===== src/rtl/baseline_tracker.sv =====
`default_nettype none
// ============================================================================
// Module   : baseline_tracker
// Brief    : Two-stage accumulate-and-dump decimator feeding a circular
//            history of segment sums; emits the scaled sum of the oldest
//            BASE segments of the last HIST as a per-channel baseline.
//            A hold input freezes sample intake while a detection is active.
// Revision : 1.0 - initial release
// ============================================================================
module baseline_tracker #(
  parameter int IN_W  = 25,
  parameter int N1    = 5,
  parameter int N2    = 6,
  parameter int HIST  = 8,
  parameter int BASE  = 4,
  parameter int SHIFT = 8,
  parameter int W1    = 28,
  parameter int W2    = 31,
  parameter int OUT_W = 33
) (
  input  logic                    clk,
  input  logic                    rst,
  input  logic signed [IN_W-1:0]  din,
  input  logic                    din_valid,
  input  logic                    hold,
  output logic signed [OUT_W-1:0] dout,
  output logic                    dout_valid,
  output logic                    baseline_ready
);

  localparam int c_c1_w   = (N1 > 1) ? $clog2(N1) : 1;
  localparam int c_c2_w   = (N2 > 1) ? $clog2(N2) : 1;
  localparam int c_ptr_w  = (HIST > 1) ? $clog2(HIST) : 1;
  localparam int c_fill_w = $clog2(HIST + 1);
  localparam int c_k_w    = (BASE > 1) ? $clog2(BASE) : 1;

  localparam logic [c_c1_w-1:0]   c_c1_last  = c_c1_w'(N1 - 1);
  localparam logic [c_c2_w-1:0]   c_c2_last  = c_c2_w'(N2 - 1);
  localparam logic [c_ptr_w-1:0]  c_wp_last  = c_ptr_w'(HIST - 1);
  localparam logic [c_fill_w-1:0] c_fill_max = c_fill_w'(HIST);
  localparam logic [c_fill_w-1:0] c_fill_pre = c_fill_w'(HIST - 1);
  localparam logic [c_k_w-1:0]    c_k_last   = c_k_w'(BASE - 1);
  localparam logic [c_ptr_w:0]    c_hist_ext = (c_ptr_w + 1)'(HIST);

  // Parameter sanity: a segment must never arrive while a summation runs,
  // and the accumulator widths must cover their worst-case growth.
  generate
    if (N1 * N2 < BASE + 3) begin : g_chk_rate
      $error("baseline_tracker: N1*N2 must be >= BASE+3");
    end
    if (BASE < 1 || BASE > HIST) begin : g_chk_base
      $error("baseline_tracker: BASE must satisfy 1 <= BASE <= HIST");
    end
    if (W1 < IN_W + $clog2(N1) || W2 < W1 + $clog2(N2) ||
        OUT_W < W2 + $clog2(BASE)) begin : g_chk_width
      $error("baseline_tracker: accumulator widths too narrow");
    end
  endgenerate

  typedef enum logic [1:0] {
    S_IDLE = 2'd0,
    S_SUM  = 2'd1,
    S_OUT  = 2'd2
  } state_t;

  logic                   w_accept;
  logic signed [W1-1:0]   w_din_ext;
  logic signed [W1-1:0]   r_acc1;
  logic signed [W1-1:0]   r_blk;
  logic [c_c1_w-1:0]      r_c1;
  logic                   r_blk_valid;

  logic signed [W2-1:0]   w_blk_ext;
  logic signed [W2-1:0]   r_acc2;
  logic signed [W2-1:0]   r_seg;
  logic [c_c2_w-1:0]      r_c2;
  logic                   r_seg_valid;

  logic signed [W2-1:0]   r_mem [HIST];
  logic [c_ptr_w-1:0]     r_wp;
  logic [c_ptr_w-1:0]     w_wp_next;
  logic [c_fill_w-1:0]    r_fill;
  logic                   w_full;

  state_t                 r_state;
  state_t                 w_state_next;
  logic                   w_start;
  logic [c_ptr_w-1:0]     r_rp;
  logic [c_k_w-1:0]       r_k;
  logic [c_ptr_w:0]       w_idx_sum;
  logic [c_ptr_w-1:0]     w_rd_idx;
  logic signed [W2-1:0]   w_rd_data;
  logic signed [OUT_W-1:0] r_sum;

  assign w_accept  = din_valid & ~hold;
  assign w_din_ext = W1'(din);
  assign w_blk_ext = W2'(r_blk);

  // Level 1: accumulate N1 accepted samples, dump the block sum
  always_ff @(posedge clk) begin
    if (rst) begin
      r_acc1      <= '0;
      r_blk       <= '0;
      r_c1        <= '0;
      r_blk_valid <= 1'b0;
    end else begin
      r_blk_valid <= 1'b0;
      if (w_accept) begin
        if (r_c1 == c_c1_last) begin
          r_blk       <= r_acc1 + w_din_ext;
          r_blk_valid <= 1'b1;
          r_acc1      <= '0;
          r_c1        <= '0;
        end else begin
          r_acc1 <= r_acc1 + w_din_ext;
          r_c1   <= r_c1 + 1'b1;
        end
      end
    end
  end

  // Level 2: accumulate N2 block sums, dump the segment sum
  always_ff @(posedge clk) begin
    if (rst) begin
      r_acc2      <= '0;
      r_seg       <= '0;
      r_c2        <= '0;
      r_seg_valid <= 1'b0;
    end else begin
      r_seg_valid <= 1'b0;
      if (r_blk_valid) begin
        if (r_c2 == c_c2_last) begin
          r_seg       <= r_acc2 + w_blk_ext;
          r_seg_valid <= 1'b1;
          r_acc2      <= '0;
          r_c2        <= '0;
        end else begin
          r_acc2 <= r_acc2 + w_blk_ext;
          r_c2   <= r_c2 + 1'b1;
        end
      end
    end
  end

  assign w_wp_next = (r_wp == c_wp_last) ? '0 : r_wp + 1'b1;
  // Full once this write lands: the fill count is at or beyond HIST-1
  assign w_full    = (r_fill >= c_fill_pre);

  // History storage; contents are only read once fill covers them
  always_ff @(posedge clk) begin
    if (r_seg_valid) begin
      r_mem[r_wp] <= r_seg;
    end
  end

  // Write pointer and saturating fill count
  always_ff @(posedge clk) begin
    if (rst) begin
      r_wp   <= '0;
      r_fill <= '0;
    end else if (r_seg_valid) begin
      r_wp <= w_wp_next;
      if (r_fill != c_fill_max) begin
        r_fill <= r_fill + 1'b1;
      end
    end
  end

  // Read index (rp + k) mod HIST; rp < HIST and k < BASE <= HIST, so one
  // conditional subtraction suffices for any HIST
  assign w_idx_sum = {1'b0, r_rp} + (c_ptr_w + 1)'(r_k);
  assign w_rd_idx  = (w_idx_sum >= c_hist_ext) ? c_ptr_w'(w_idx_sum - c_hist_ext)
                                               : w_idx_sum[c_ptr_w-1:0];
  assign w_rd_data = r_mem[w_rd_idx];

  // Baseline FSM state register
  always_ff @(posedge clk) begin
    if (rst) begin
      r_state <= S_IDLE;
    end else begin
      r_state <= w_state_next;
    end
  end

  // Baseline FSM next-state: start on a segment write that fills history
  always_comb begin
    w_state_next = r_state;
    w_start      = 1'b0;
    case (r_state)
      S_IDLE: begin
        if (r_seg_valid && w_full) begin
          w_state_next = S_SUM;
          w_start      = 1'b1;
        end
      end
      S_SUM: begin
        if (r_k == c_k_last) begin
          w_state_next = S_OUT;
        end
      end
      S_OUT:   w_state_next = S_IDLE;
      default: w_state_next = S_IDLE;
    endcase
  end

  // Summation datapath and registered outputs
  always_ff @(posedge clk) begin
    if (rst) begin
      r_rp           <= '0;
      r_k            <= '0;
      r_sum          <= '0;
      dout           <= '0;
      dout_valid     <= 1'b0;
      baseline_ready <= 1'b0;
    end else begin
      dout_valid <= 1'b0;
      case (r_state)
        S_IDLE: begin
          if (w_start) begin
            r_rp  <= w_wp_next;
            r_k   <= '0;
            r_sum <= '0;
          end
        end
        S_SUM: begin
          r_sum <= r_sum + OUT_W'(w_rd_data);
          r_k   <= r_k + 1'b1;
        end
        S_OUT: begin
          dout           <= r_sum >>> SHIFT;
          dout_valid     <= 1'b1;
          baseline_ready <= 1'b1;
        end
        default: ;
      endcase
    end
  end

endmodule
`default_nettype wire


===== config.mk =====
export PLATFORM = sky130hd
export DESIGN_NAME = baseline_tracker
export DESIGN_NICKNAME = d
export VERILOG_FILES = /design/src/rtl/baseline_tracker.sv
export SDC_FILE = /design/constraint.sdc
export NUM_CORES = 1
export LEC_CHECK = 0
export CORE_UTILIZATION = 55
export DETAILED_ROUTE_END_ITERATION = 8
export PLACE_DENSITY_LB_ADDON = 0.15
export SYNTH_ARGS = -nofsm -noshare
export SYNTH_HDL_FRONTEND = slang
export SYNTH_SLANG_ARGS = --single-unit

===== constraint.sdc =====
create_clock -name clk -period 14.3 [get_ports clk]
set_input_delay 2.86 -clock clk [delete_from_list [all_inputs] [get_ports clk]]
set_output_delay 2.86 -clock clk [all_outputs]
set_load 0.01 [all_outputs]

### Word-level counts from Yosys, hierarchy flattened

Memories as Yosys holds them, arrays and structs flattened.
Index checks and enable logic that the tools add are counted.

* ROM bits: 0
* bits of input ports: 29
* logic and storage cells: 75
* RAM bits: 248
* memories: 1
* output and inout bits: 35
* latch bits: 0
* flip-flop bits (word level): 200

* reduce and logical (&&, ||, !) cells: 11
* eq/ne operators: 10
* divide/modulo/power cells: 0
* order comparisons: 2
* add/subtract/negate cells: 10
* bitwise gates (word level): 4
* shifts and indexed selects: 0
* muxes and demuxes: 20
* multipliers: 0

Memories
* r_mem: depth 8, width 31, rd ports 1, clocked after Yosys merged registers in 0, wr ports 1, RTL line 79 `logic signed [W2-1:0] r_mem [HIST];`

Operators by type and width (count)
* 33-bit one-hot mux with 2 select lines: 1
* 33-bit by 31-bit adder with 33-bit output: 1
* 33-bit two-way mux: 1
* 31-bit by 28-bit adder with 31-bit output: 1
* 31-bit two-way mux: 1
* 28-bit by 25-bit adder with 28-bit output: 1
* 28-bit two-way mux: 1
* 3-bit two-way mux: 4
* 2-bit AND reduction: 6
* 3-bit by 1-bit adder with 3-bit output (second input constant): 3
* 3-bit == test (second input constant): 3
* 2-bit one-hot mux with 2 select lines: 2
* 1-bit two-way mux: 7
* 2-bit two-way mux: 3
* 2-bit inequality test (second input constant): 3
* 3-bit by 2-bit adder with 4-bit output: 1
* 4-bit by 1-bit adder with 4-bit output (second input constant): 1
* 2-bit == test (second input constant): 2
* 4-bit by 3-bit >= comparator with 1-bit output (second input constant): 1
* 4-bit >= comparator (second input constant): 1
* 4-bit inequality test (second input constant): 1
* 2-bit OR reduction: 2
* 1-bit inverter: 3
* 3-bit by 1-bit subtractor with 3-bit output (second input constant): 1
* other kinds (6): 6

### Longest topological paths before layout

Gate-level depths: netlist of run 1.

* word-level depth: 6
* depth in mapped cells: 18

### Least setup slack after synthesis of run 1

OpenSTA, ideal clock, no wires.

* kind: in2reg
* from: input port din[0]
* to: register r_acc1[16]
* path buffers: 0
* cell stages on the path: 12
* arrival time: 4.980 ns
* setup slack: 9.203 ns
* setup time: 0.117 ns
* required time: 14.183 ns
* cell sequence: ha_1 -> inv_1 -> fa_1 -> nor2b_4 -> o2111a_1 -> or3_4 -> a21oi_2 -> o31ai_2 -> a221o_1 -> a21oi_2 -> xnor2_1 -> a22o_1

* cells in the longest elaborated chain, start to end: 2

RTL lines
* start, declared: RTL line 23 `input logic signed [IN_W-1:0] din,`
* 28-bit by 25-bit adder with 28-bit output: RTL line 115 `r_acc1 <= r_acc1 + w_din_ext;`
* 28-bit two-way mux: RTL line 109 `if (r_c1 == c_c1_last) begin`
* end signal, assigned: RTL line 115
* end, declared: RTL line 68 `logic signed [W1-1:0] r_acc1;`

Every way passes these cells.
A chain may end at the register's enable or synchronous reset.

### Worst setup path after layout of run 1

* from: register r_k[0]
* to: register r_sum[30]

* cells in the longest elaborated chain, start to end: 6
* elaborated cells on any way between the ends: 7
* those cells by class: 3 x add/sub; 1 x order compare; 2 x mux; 1 x memory

RTL lines
* start, declared: RTL line 89 `logic [c_k_w-1:0] r_k;`
* start signal, assigned: RTL line 227 `r_k <= r_k + 1'b1;`
* 3-bit by 2-bit adder with 4-bit output *: RTL line 171 `assign w_idx_sum = {1'b0, r_rp} + (c_ptr_w + 1)'(r_k);`
* 4-bit >= comparator / 3-bit by 1-bit subtractor with 3-bit output (equally long branches): RTL line 172 `assign w_rd_idx = (w_idx_sum >= c_hist_ext) ? c_ptr_w'(w_idx_sum - c_hist_ext)`
* 3-bit two-way mux *: RTL line 172
* memory read 8 x 31 bit *
* 33-bit by 31-bit adder with 33-bit output *: RTL line 226 `r_sum <= r_sum + OUT_W'(w_rd_data);`
* 33-bit one-hot mux with 2 select lines *: RTL line 217 `case (r_state)`
* end signal, assigned: RTL line 226
* end, declared: RTL line 93 `logic signed [OUT_W-1:0] r_sum;`

Mark *: on every way between the ends. The rest lies on a longest branch, timed or not.

==> impl_results.md, run 1 <==
- Run status: completed
- Antenna violations before repair: 0
- Largest fanout on the critical path: 62
- Slew HR: 0.2072
- Area of the die: 0.03832 mm²
- First-pass detailed-route iteration total: 5
- Post-DR wirelength/cell: 18.86 µm
- Number of global-route vias before repair: 13,180
- Maximum vdd drop: 87.60 µV
- Clk Latency, worst-skew pair: 0.57 ns
- Placeable core area: 0.03679 mm²
- Post-synthesis instance total: 1,710
- Number of max-cap violations: 0
- Most area-consuming cells after synthesis: sky130_fd_sc_hd__edfxtp_1, sky130_fd_sc_hd__dfxtp_1, sky130_fd_sc_hd__mux4_2
- Design area: 0.02324 mm²
- Required time reported for the critical path endpoint: 14.77 ns
- Largest family of logic cells by synthesized area: compound AO/OA/AOI/OAI gates
- Lkg Pwr: 8.632 nW
- RSZ-0062 raised after global routing: no
- CTS tree: built
- Total count of max-transition violations in the final report: 0
- CP Class: flop to flop
- Filler cell count: 2,844
- Detailed Place HPWL: 27,040 µm
- Flip-flop and latch count after synthesis: 448
- Kind of capture point of the worst setup path: flop
- Final net count: 1,882
- Part of the cycle the worst path needs: 0.3906
- Xor/xnor share of the synthesized area: 0.03757
- GP Congestion: 0.8718
- Maximum buffer depth of the clock tree: 3
- Area share of the largest cell type after synthesis: 0.3607
- Count of input and output buffers: 63
- WL final: 42,530 µm
- Slew at the pin closest to its max-slew limit: 1.185 ns
- Final antenna diode count: 0
- Most instantiated flip-flop cell in the synthesis netlist: sky130_fd_sc_hd__edfxtp_1
- Post-detailed-route DRC marker count: 0
- Hold Crit Class: flop to flop
- Chip width: 195.7 µm
- Synth Area per Inst: 12.07 µm²
- Total negative slack: 0 ns
- Mux contribution to synthesized area: 0.08842
- Routed via count divided by cell count: 5.894
- Instance area after placement: 0.02170 mm²
- Cell Count, Final, Fillers Out: 2,255
- Root Buffer: sky130_fd_sc_hd__clkbuf_16
- Routed via count: 13,290
- Share of cells above drive strength 1: 0.1203
- Yosys top cell by area: sky130_fd_sc_hd__edfxtp_1
- Number of placed instances, taps included: 2,171
- Critical path startpoint category: flop
- Syn nets: 1,841
- Register clock-pin slew on the reported worst setup and hold paths: 0.06 ns
- Post-CTS setup-driven buffer insertion count: 0
- R2r setup slk: 8.71 ns
- Congestion Overflow GR: 0
- Starting density of the core: 0.5613
- Total number of H-tree levels: 2
- Synthesized cell area: 0.02065 mm²
- Number of buffers added by the clock tree synthesis step: 46
- Compound-gate portion of the synthesized area: 0.1433
- Total power draw: 2.671 mW
- Ports placed on the boundary: 64
- Worst Path Arrival: 6.05 ns
- Antenna-violating nets left: 0
- Synth Area in Simple Gates: 0.08806
- First-pass GRT wire length: 68,480 µm
- Floorplan die height: 195.7 µm
- Total track usage: 0.2262
- Quantity of hold-fixing buffers added after cts: 0
- Final worst path period need: 5.585 ns
- Setup Skew: 0.01410 ns
- Achievable Freq: 0.1790 GHz
- Syn. warnings: 0
- Total of cells resized after clock tree synthesis: 0
- Pin count of the biggest net entering global routing: 63
- Clk sink count: 448
- Distinct cell type count of the synthesized netlist: 74
- Power density over the cells: 114.9 mW/mm²
- Fraction of the mapped netlist area in adder cells: 0.06327
- Hold Violations, Final: 0
- Layout overhead on the synthesized area: 12.55%
- Async set-reset flop share out of synthesis: 0
- First-iteration detailed-routing DRC count: 695
- Sequential share of the synthesized area: 0.5546
- Post-synth EDFFs: 248
- Number of standard-cell rows in the floorplan: 70
- Setup-failing EPs final: 0
==> stage by stage <==
stage / util / setup slack (ns) / hold slack [ns]
after global placement: 0.5900 / 8.623 / 0.4401
after detailed placement: 0.5900 / 8.540 / 0.4458
after global routing: 0.6317 / 8.343 / 0.4717
after CTS: 0.6317 / 8.750 / 0.4538
final: 0.6317 / 8.715 / 0.4505
after floorplan: - / 9.203 / 0.4291
==> flip-flops by register name, summed over array words and instances, names as in the netlist <==
| register | count |
|---|---|
| r_rp | 3 |
| r_c2 | 3 |
| r_c1 | 3 |
| r_seg_valid | 1 |
| baseline_ready | 1 |
| r_seg | 31 |
| r_blk | 28 |
| r_wp | 3 |
| r_acc2 | 31 |
| r_acc1 | 28 |
| r_mem | 248 |
| r_blk_valid | 1 |
| r_fill | 4 |
| r_sum | 33 |
| r_state | 2 |
| r_k | 2 |
| dout_valid | 1 |
| dout | 25 |
==> power by group <==
| group | total, mW | switching, mW | internal (mW) | leakage [nW] |
|---|---|---|---|---|
| Sequential | 1.36 | 0.00445 | 1.35 | 3.86 |
| Clock | 1.21 | 0.495 | 0.718 | 0.739 |
| Combinational | 0.103 | 0.0614 | 0.0414 | 4.03 |
| Total | 2.67 | 0.561 | 2.11 | 8.63 |
==> path summary, 6_finish.rpt <==
kind                            depth (start not counted)   endpoint  startpoint
worst min-delay path                                    2    dout[9]     dout[9]
worst max register to register                         17  r_sum[30]      r_k[0]
worst max-delay path                                   17  r_sum[30]      r_k[0]
worst min register to register                          2    dout[9]     dout[9]
==> area by class of cell <==
type / count / area, µm² / area share
inverters: 36 / 135.1 / 0.005815
multi-input cells: 1136 / 8752 / 0.3766
clock inverters: 28 / 272.8 / 0.01174
repair buffers: 83 / 778.2 / 0.03349
well taps: 468 / 585.6 / 0.02520
clock buffers: 56 / 1262 / 0.05433
flip-flops and latches: 448 / 11450 / 0.4928
==> cell usage after synthesis (22+ instances only) <==
cell                       number
sky130_fd_sc_hd__clkbuf_1      59
sky130_fd_sc_hd__o21ai_0       29
sky130_fd_sc_hd__dfxtp_1      200
sky130_fd_sc_hd__xnor2_1       50
sky130_fd_sc_hd__a22oi_1       29
sky130_fd_sc_hd__nand2_1      170
sky130_fd_sc_hd__inv_1         34
sky130_fd_sc_hd__mux4_2        62
sky130_fd_sc_hd__a22o_1        69
sky130_fd_sc_hd__o21ai_1       22
sky130_fd_sc_hd__edfxtp_1     248
sky130_fd_sc_hd__nor2_1       119
sky130_fd_sc_hd__a21oi_1      149
sky130_fd_sc_hd__a21o_1        42
sky130_fd_sc_hd__ha_1          98
sky130_fd_sc_hd__xor2_1        36
sky130_fd_sc_hd__mux2_2        31
sky130_fd_sc_hd__nand3_1       30
==> critical path, cell delays in order, from the launching register on <==
cell and delay (ns):
sky130_fd_sc_hd__dfxtp_1 0.41, sky130_fd_sc_hd__ha_4 0.15, sky130_fd_sc_hd__inv_1 0.04, sky130_fd_sc_hd__fa_2 0.53, sky130_fd_sc_hd__buf_4 0.68, sky130_fd_sc_hd__mux4_2 0.41, sky130_fd_sc_hd__mux2_2 0.31, sky130_fd_sc_hd__ha_1 0.23
sky130_fd_sc_hd__fa_1 0.41, sky130_fd_sc_hd__nand3_1 0.14, sky130_fd_sc_hd__a21oi_2 0.08, sky130_fd_sc_hd__or2_1 0.26, sky130_fd_sc_hd__a2111oi_0 0.98, sky130_fd_sc_hd__or4_1 0.26, sky130_fd_sc_hd__nand2_1 0.09, sky130_fd_sc_hd__a31oi_1 0.21
sky130_fd_sc_hd__xnor2_1 0.08, sky130_fd_sc_hd__a22o_1 0.19
==> kinds of logic (layout without fill, tap and decap cells) <==
| kind of cell | Yosys count | in the layout |
|---|---|---|
| flops | 448 | 448 |
| compound gates | 438 | 438 |
| simple gates | 408 | 408 |
| buf+inv | 126 | 203 |
| fa+ha+maj | 102 | 102 |
| mux | 101 | 101 |
| xor+xnor | 87 | 87 |
==> cells in the final DEF, fill, tap and decap left out, types with 7 or more instances in the layout <==
| cell type | netlist | routed |
|---|---|---|
| sky130_fd_sc_hd__a22o_1 | 69 | 69 |
| sky130_fd_sc_hd__mux2i_1 | 8 | 8 |
| sky130_fd_sc_hd__nor3_1 | 10 | 8 |
| sky130_fd_sc_hd__o211ai_1 | 9 | 9 |
| sky130_fd_sc_hd__a31oi_1 | 8 | 7 |
| sky130_fd_sc_hd__clkdlybuf4s50_1 | 0 | 62 |
| sky130_fd_sc_hd__mux4_2 | 62 | 62 |
| sky130_fd_sc_hd__and3_1 | 11 | 11 |
| sky130_fd_sc_hd__xnor2_1 | 50 | 50 |
| sky130_fd_sc_hd__a21oi_1 | 149 | 149 |
| sky130_fd_sc_hd__nand2b_1 | 12 | 12 |
| sky130_fd_sc_hd__o21ai_0 | 29 | 29 |
| sky130_fd_sc_hd__o21bai_1 | 13 | 13 |
| sky130_fd_sc_hd__o21ai_1 | 22 | 22 |
| sky130_fd_sc_hd__nand2_1 | 170 | 170 |
| sky130_fd_sc_hd__inv_1 | 34 | 34 |
| sky130_fd_sc_hd__nor2b_1 | 10 | 9 |
| sky130_fd_sc_hd__o21a_1 | 9 | 9 |
| sky130_fd_sc_hd__ha_1 | 98 | 97 |
| sky130_fd_sc_hd__clkinv_1 | 1 | 11 |
| sky130_fd_sc_hd__nand3_1 | 30 | 30 |
| sky130_fd_sc_hd__a211oi_1 | 12 | 12 |
| sky130_fd_sc_hd__dfxtp_1 | 200 | 200 |
| sky130_fd_sc_hd__clkbuf_16 | 0 | 49 |
| sky130_fd_sc_hd__buf_4 | 8 | 21 |
| sky130_fd_sc_hd__xor2_1 | 36 | 35 |
| sky130_fd_sc_hd__nand4_1 | 12 | 12 |
| sky130_fd_sc_hd__mux2_2 | 31 | 31 |
| sky130_fd_sc_hd__edfxtp_1 | 248 | 248 |
| sky130_fd_sc_hd__a21o_1 | 42 | 42 |
| sky130_fd_sc_hd__nor2_1 | 119 | 113 |
| sky130_fd_sc_hd__a22oi_1 | 29 | 29 |
==> layer usage <==
metal,up-vias,share of wire,track usage,wire length (µm)
li1,6496,-,-,-
met1,6395,0.45,0.2927,19160
met2,321,0.48,0.3888,20400
met3,80,0.044,0.03696,1892
met4,0,0.025,0.07436,1076
met5,-,0,0,0
Power figures use the tool's default switching activity.
==> run 2, diff against run 1 <==
==> constraint.sdc (replaced) <==
create_clock -name clk -period 5.1 [get_ports clk]
set_input_delay 1.02 -clock clk [delete_from_list [all_inputs] [get_ports clk]]
set_output_delay 1.02 -clock clk [all_outputs]
set_load 0.01 [all_outputs]
==> run 2 against run 1 <==
  * Sequential share of layout area hardly changed
  * Clock skew is 0.0027 ns higher
  * Worst hold slack better by 0.00098 ns
  * Flip-flop and latch count stayed put
  * First-iteration DRC count is 12% lower
  * Clock power grew to 2.7 times the previous value
  * Critical path depth stayed put
  * Register-to-register slack worse by 8.3 ns
  * Final area hardly changed
  * Core utilization is 0.054 points lower
  * Cell count hardly changed
  * Critical endpoint unchanged
  * Largest cell class unchanged
==> impl_results.md, run 2 (synthesis results as in run 1) <==
- Worst Hold Launch: dout[12] (was dout[9])
- Maximum vdd drop: 181.2 µV (was 87.60 µV)
- Total of cells resized after clock tree synthesis: 0 (unchanged)
- Register clock-pin slew on the reported worst setup and hold paths: 0.06 ns (about the same)
- WL final: 41,760 µm (was 42,530 µm)
- Final worst path period need: 4.653 ns (was 5.585 ns)
- Power density over the cells: 315.4 mW/mm² (was 114.9 mW/mm²)
- Filler cell count: 2,807 (was 2,844)
- Number of max-cap violations: 0 (unchanged)
- First-pass GRT wire length: 68,740 µm (was 68,480 µm)
- Number of buffers added by the clock tree synthesis step: 45 (was 46)
- Detailed Place HPWL: 27,920 µm (was 27,040 µm)
- Floorplan die height: 195.7 µm (unchanged)
- RSZ-0062 raised after global routing: no (unchanged)
- Worst path bufs/invs: 3 (was 2)
- Footprint of the flip-flops and latches: 0.01145 mm² (unchanged)
- Antenna-violating nets left: 0 (unchanged)
- Chip width: 195.7 µm (unchanged)
- Hold Violations, Final: 0 (unchanged)
- Worst Path Arrival: 5.09 ns (was 6.05 ns)
- Total negative slack: 0 ns (unchanged)
- Multi-input logic area: 0.008752 mm² (unchanged)
- Required time reported for the critical path endpoint: 5.54 ns (was 14.77 ns)
- Post-CTS setup-driven buffer insertion count: 0 (unchanged)
- Clk sink count: 448 (unchanged)
- Hold Crit Class: flop to flop (unchanged)
- Area of the die: 0.03832 mm² (unchanged)
- Kind of capture point of the worst setup path: flop (unchanged)
- Quantity of hold-fixing buffers added after cts: 0 (unchanged)
- Final net count: 1,886 (was 1,882)
- Routed via count divided by cell count: 5.860 (was 5.894)
- Total count of max-transition violations in the final report: 0 (unchanged)
- Routed via count: 13,230 (was 13,290)
- Top cell by count, worst path: sky130_fd_sc_hd__buf_4
- Number of global-route vias before repair: 13,290 (was 13,180)
- Layout overhead on the synthesized area: 12.45% (was 12.55%)
- Share of cells above drive strength 1: 0.1213 (was 0.1203)
- Post-DR wirelength/cell: 18.50 µm (was 18.86 µm)
- Final antenna diode count: 0 (unchanged)
- First-pass detailed-route iteration total: 5 (unchanged)
- Startpoint of the worst register-to-register path: r_k[0] (unchanged)
- Reg2Reg Capture Point: r_sum[30] (unchanged)
- Maximum buffer depth of the clock tree: 3 (unchanged)
- Achievable Freq: 0.2149 GHz (was 0.1790 GHz)
- Delay of the slowest cell on the worst path: 0.61 ns (was 0.98 ns)
- Part of the cycle the worst path needs: 0.9123 (was 0.3906)
- Cells along the critical path: ha_4 > inv_1 > fa_2 > buf_4 > mux4_2 > mux2_2 > ha_1 > a21oi_1 > o21ai_1 > or2_1 > a2111oi_0 > buf_4 > or4_1 > nand2_1 > a31oi_1 > xnor2_1 > a22o_1 (was ha_4 > inv_1 > fa_2 > buf_4 > mux4_2 > mux2_2 > ha_1 > fa_1 > nand3_1 > a21oi_2 > or2_1 > a2111oi_0 > or4_1 > nand2_1 > a31oi_1 > xnor2_1 > a22o_1)
- Pin count of the biggest net entering global routing: 65 (was 63)
- Clk Latency, worst-skew pair: 0.55 ns (was 0.57 ns)
- Category of cells accounting for the largest share of critical-path delay: compound AO/OA/AOI/OAI gates (unchanged)
- Antenna violations before repair: 0 (unchanged)
- Critical path startpoint category: flop (unchanged)
- Lkg Pwr: 8.620 nW (was 8.632 nW)
- CP Class: flop to flop (unchanged)
- Number of placed instances, taps included: 2,176 (was 2,171)
- Congestion Overflow GR: 0 (unchanged)
- Slew HR: 0.2963 (was 0.2072)
- Cell Count, Final, Fillers Out: 2,257 (was 2,255)
- Setup Skew: 0.01676 ns (was 0.01410 ns)
- Total track usage: 0.2248 (was 0.2262)
- Crit path max-delay cell type: sky130_fd_sc_hd__fa_2 (was sky130_fd_sc_hd__a2111oi_0)
- Hold Crit Endpoint: dout[12] (was dout[9])
- Run status: completed (unchanged)
- Largest fanout on the critical path: 26 (was 62)
- CTS tree: built (unchanged)
- First-iteration detailed-routing DRC count: 613 (was 695)
- Number of cells traversed by the worst hold path: 2 (unchanged)
- Largest registers: r_mem (248), r_sum (33) (unchanged)
- Placeable core area: 0.03679 mm² (unchanged)
- Worst Reg-to-Reg Cells: 17 (unchanged)
- Setup-failing EPs final: 0 (unchanged)
- Ports placed on the boundary: 64 (unchanged)
- Number of flip-flops in the largest register: 248 (unchanged)
- GP Congestion: 0.8683 (was 0.8718)
- Number of standard-cell rows in the floorplan: 70 (unchanged)
- Count of input and output buffers: 63 (unchanged)
- Most used cells in the layout excluding fill and tap cells: sky130_fd_sc_hd__edfxtp_1, sky130_fd_sc_hd__dfxtp_1, sky130_fd_sc_hd__nand2_1 (unchanged)
- Register with the most flip-flops: r_mem (unchanged)
- Total number of H-tree levels: 2 (unchanged)
- Post-detailed-route DRC marker count: 0 (unchanged)
- R2r setup slk: 0.45 ns (was 8.71 ns)
- Slew at the pin closest to its max-slew limit: 1.053 ns (was 1.185 ns)
- Most common library cell in the layout ignoring fill and taps: sky130_fd_sc_hd__edfxtp_1 (unchanged)
- Root Buffer: sky130_fd_sc_hd__clkbuf_16 (unchanged)
- Starting density of the core: 0.5613 (unchanged)
-- run 2: metal layers --
layer,wire [µm],track usage,share of wire
met5,0,0,0
met4,967,0.06510,0.023
met2,20440,0.3979,0.49
met1,18550,0.2885,0.44
met3,1803,0.03043,0.043
-- run 2: report_power, final --
group | switching, mW | leakage, nW | internal (mW)
Sequential | 0.0115 | 3.86 | 3.79
Clock | 1.33 | 0.694 | 1.91
Combinational | 0.168 | 4.07 | 0.115
-- run 2: through the flow --
stage	hold slack [ns]	area, µm²	util	setup WS [ns]	total power, mW
4_1_cts	0.4545	23220	0.6312	0.4693	7.391
5_1_grt	0.4720	23220	0.6312	0.2656	7.562
2_1_floorplan	0.4291	20650	-	0.6143	4.080
6_report	0.4514	23220	0.6312	0.4471	7.323
3_5_place_dp	0.4461	21760	0.5917	0.5031	4.158
3_3_place_gp	0.4402	21760	0.5917	0.6020	4.153
-- run 2: tightest hold or removal path: cells and delay by family, from the launching register on --
kind	cells	cell delay (ns)
flip-flops	1	0.30
AO/OA/AOI/OAI	1	0.05
AND/OR/NAND/NOR	1	0.05
-- run 2: worst max-delay path by stage --
| stage | from | endpoint | slack (ns) | depth (start not counted) |
|---|---|---|---|---|
| 6_report | r_k[0] | r_sum[30] | 0.45 | 17 |
| 3_5_place_dp | r_k[0] | r_sum[30] | 0.50 | 17 |
| 5_1_grt | r_k[0] | r_sum[30] | 0.27 | 17 |
| 4_1_cts | r_k[0] | r_sum[30] | 0.47 | 17 |
| 3_3_place_gp | r_k[0] | r_sum[32] | 0.60 | 17 |
| 2_1_floorplan | r_k[0] | r_sum[30] | 0.61 | 16 |
-- run 2: area by class of cell --
cell class                      instances  share of cell area
Clock buffer                           58             0.05147
Clock inverter                         23             0.01110
Inverter                               36            0.005820
Multi-Input combinational cell       1136              0.3770
Sequential cell                       448              0.4932
Tap cell                              468             0.02522
Timing Repair Buffer                   88             0.03621
==> run 3, diff against run 2 <==
==> constraint.sdc (replaced) <==
create_clock -name clk -period 3.8 [get_ports clk]
set_input_delay 0.76 -clock clk [delete_from_list [all_inputs] [get_ports clk]]
set_output_delay 0.76 -clock clk [all_outputs]
set_load 0.01 [all_outputs]
==> run 3 against run 2 <==
  * The flow now finishes with violations (negative setup slack)
  * Worst hold slack better by 0.0015 ns
  * Final area grew 6.9%
  * Core utilization rose by 4.4 points
  * Sequential power grew 34%
  * Die area is the same
  * Setup slack lost 0.87 ns
  * Combinational power rose by 36%
  * Clock skew shrank 0.0051 ns
  * Critical path depth increased by 2
  * Largest cell class unchanged
==> impl_results.md, run 3 (synthesis results as in run 1) <==
- Run status: complete, but fails checks (was completed)
- Failing checks: negative setup slack
- Number of standard-cell rows in the floorplan: 70 (unchanged)
- Final core area utilization: 0.6750 (was 0.6312)
- Area of the die: 0.03832 mm² (unchanged)
- Number of max-cap violations: 0 (unchanged)
- Part of the cycle the worst path needs: 1.112 (was 0.9123)
- Final worst path period need: 4.226 ns (was 4.653 ns)
- Lkg Pwr: 9.382 nW (was 8.620 nW)
- RSZ-0062 raised after global routing: yes (was no)
- First-iteration detailed-routing DRC count: 770 (was 613)
- Worst Path Arrival: 4.68 ns (was 5.09 ns)
- Starting density of the core: 0.5613 (unchanged)
- Crit path capture: r_sum[30] (unchanged)
- Total number of H-tree levels: 2 (unchanged)
- Placeable core area: 0.03679 mm² (unchanged)
- Antenna-violating nets left: 0 (unchanged)
- Register with the most flip-flops: r_mem (unchanged)
- First-pass detailed-route iteration total: 5 (unchanged)
- Instance area after placement: 0.02253 mm² (was 0.02176 mm²)
- Final antenna diode count: 0 (unchanged)
- Root Buffer: sky130_fd_sc_hd__clkbuf_16 (unchanged)
- Ports placed on the boundary: 64 (unchanged)
- Most used cells in the layout excluding fill and tap cells: sky130_fd_sc_hd__edfxtp_1, sky130_fd_sc_hd__dfxtp_1, sky130_fd_sc_hd__nand2_1 (unchanged)
- Required time reported for the critical path endpoint: 4.26 ns (was 5.54 ns)
- GP Congestion: 0.8699 (was 0.8683)
- Hold Crit Class: flop to flop (unchanged)
- Maximum vdd drop: 281.6 µV (was 181.2 µV)
- CP Class: flop to flop (unchanged)
- Worst Reg-to-Reg Cells: 19 (was 17)
- Pin count of the biggest net entering global routing: 66 (was 65)
- Startpoint of the worst register-to-register path: r_rp[0] (was r_k[0])
- Layout overhead on the synthesized area: 20.26% (was 12.45%)
- Routed via count divided by cell count: 5.855 (was 5.860)
- Share of cells above drive strength 1: 0.2039 (was 0.1213)
- Design area: 0.02483 mm² (was 0.02322 mm²)
- Routed via count: 13,850 (was 13,230)
- Count of input and output buffers: 63 (unchanged)
- Number of buffers added by the clock tree synthesis step: 45 (unchanged)
- Congestion Overflow GR: 0 (unchanged)
- R2r setup slk: -0.43 ns (was 0.45 ns)
- Post-detailed-route DRC marker count: 0 (unchanged)
- Clk Latency, worst-skew pair: 0.57 ns (was 0.55 ns)
- WL final: 45,250 µm (was 41,760 µm)
- Number of flip-flops in the largest register: 248 (unchanged)
- Clk sink count: 448 (unchanged)
- Floorplan die height: 195.7 µm (unchanged)
- First-pass GRT wire length: 71,410 µm (was 68,740 µm)
- Total power draw: 9.894 mW (was 7.323 mW)
- Achievable Freq: 0.2366 GHz (was 0.2149 GHz)
- Setup-failing EPs final: 17 (was 0)
- Post-DR wirelength/cell: 19.12 µm (was 18.50 µm)
- Number of global-route vias before repair: 13,850 (was 13,290)
- Most common library cell in the layout ignoring fill and taps: sky130_fd_sc_hd__edfxtp_1 (unchanged)
- Setup Skew: 0.01164 ns (was 0.01676 ns)
- Reg2Reg Capture Point: r_sum[30] (unchanged)
- CTS tree: built (unchanged)
- Start point of the critical path: r_rp[0] (was r_k[0])
- Final net count: 1,992 (was 1,886)
- Quantity of hold-fixing buffers added after cts: 0 (unchanged)
- Power density over the cells: 398.5 mW/mm² (was 315.4 mW/mm²)
- Largest fanout on the critical path: 5 (was 26)
- Maximum buffer depth of the clock tree: 3 (unchanged)
- Slew HR: 0.2874 (was 0.2963)
- Register clock-pin slew on the reported worst setup and hold paths: 0.06 ns (about the same)
- Critical path startpoint category: flop (unchanged)
- Total count of max-transition violations in the final report: 0 (unchanged)
- Antenna violations before repair: 0 (unchanged)
- Slew at the pin closest to its max-slew limit: 1.067 ns (was 1.053 ns)
- Largest registers: r_mem (248), r_sum (33) (unchanged)
- Chip width: 195.7 µm (unchanged)
- Detailed Place HPWL: 28,830 µm (was 27,920 µm)
- Kind of capture point of the worst setup path: flop (unchanged)
- Total track usage: 0.2351 (was 0.2248)
- Setup slack of the critical path after layout: -0.4263 ns (was 0.4471 ns)
- Hold Violations, Final: 0 (unchanged)
run 3: what timing repair did:
action	in CTS	in global routing
gates resized for setup	45	48
setup buffers	1	21
pin swaps	1	50
hold endpoints to repair	0	0
setup endpoints to repair	20	23
gates cloned	0	5
run 3: layout make-up:
cell class	instances	area [µm²]
Fill cell	2646	11960
Clock buffer	62	1232
Tap cell	468	585.6
Sequential cell	448	11450
Multi-Input combinational cell	1136	9339
Clock inverter	22	235.2
Timing Repair Buffer	194	1848
Inverter	36	135.1
run 3: how the worst min path moves through the flow:
| stage | start | endpoint | cells past startpoint |
|---|---|---|---|
| after floorplan | r_acc2[18] | r_acc2[18] | 2 |
| after global placement | r_acc2[27] | r_acc2[27] | 2 |
| after detailed placement | r_acc2[27] | r_acc2[27] | 2 |
| after CTS | r_acc2[27] | r_acc2[27] | 2 |
| after global routing | dout[20] | dout[20] | 2 |
| final | dout[20] | dout[20] | 2 |
run 3: layer usage:
| metal | vias to the layer above | global-route usage | share of wire |
|---|---|---|---|
| met5 | - | 0 | 0 |
| met4 | 0 | 0.08275 | 0.028 |
| met3 | 87 | 0.03249 | 0.045 |
| met2 | 339 | 0.4094 | 0.50 |
| met1 | 6690 | 0.3012 | 0.43 |
| li1 | 6737 | - | - |
run 3: power by group:
part / internal, mW / total [mW] / switching (mW)
Sequential: 5.08 / 5.10 / 0.0160
Combinational: 0.159 / 0.385 / 0.227
Clock: 2.61 / 4.41 / 1.80
run 3: through the flow:
| step | hold slack, ns | setup TNS, ns | cells | setup WS (ns) |
|---|---|---|---|---|
| 5_1_grt | 0.4689 | -6.194 | 2366 | -0.5762 |
| 2_1_floorplan | 0.4291 | -0.1861 | 1710 | -0.06529 |
| 3_3_place_gp | 0.4387 | -3.503 | 2255 | -0.4293 |
| 6_report | 0.4529 | -3.217 | 2366 | -0.4263 |
| 4_1_cts | 0.4528 | -2.698 | 2340 | -0.3572 |
| 3_5_place_dp | 0.4444 | -4.251 | 2255 | -0.4558 |
run 3: critical path, stage by stage (launching register included):
cell and delay [ns]:
sky130_fd_sc_hd__dfxtp_2 0.35, sky130_fd_sc_hd__ha_4 0.13, sky130_fd_sc_hd__inv_2 0.03, sky130_fd_sc_hd__fa_2 0.54, sky130_fd_sc_hd__buf_12 0.14, sky130_fd_sc_hd__buf_12 0.13
sky130_fd_sc_hd__mux4_2 0.30, sky130_fd_sc_hd__mux2_4 0.30, sky130_fd_sc_hd__ha_4 0.17, sky130_fd_sc_hd__fa_2 0.38, sky130_fd_sc_hd__nand3_2 0.09, sky130_fd_sc_hd__a21oi_2 0.08
sky130_fd_sc_hd__or2_4 0.28, sky130_fd_sc_hd__a2111oi_4 0.34, sky130_fd_sc_hd__buf_4 0.19, sky130_fd_sc_hd__or4_4 0.13, sky130_fd_sc_hd__nand2_1 0.07, sky130_fd_sc_hd__a31oi_1 0.18
sky130_fd_sc_hd__xnor2_1 0.08, sky130_fd_sc_hd__a22o_1 0.19
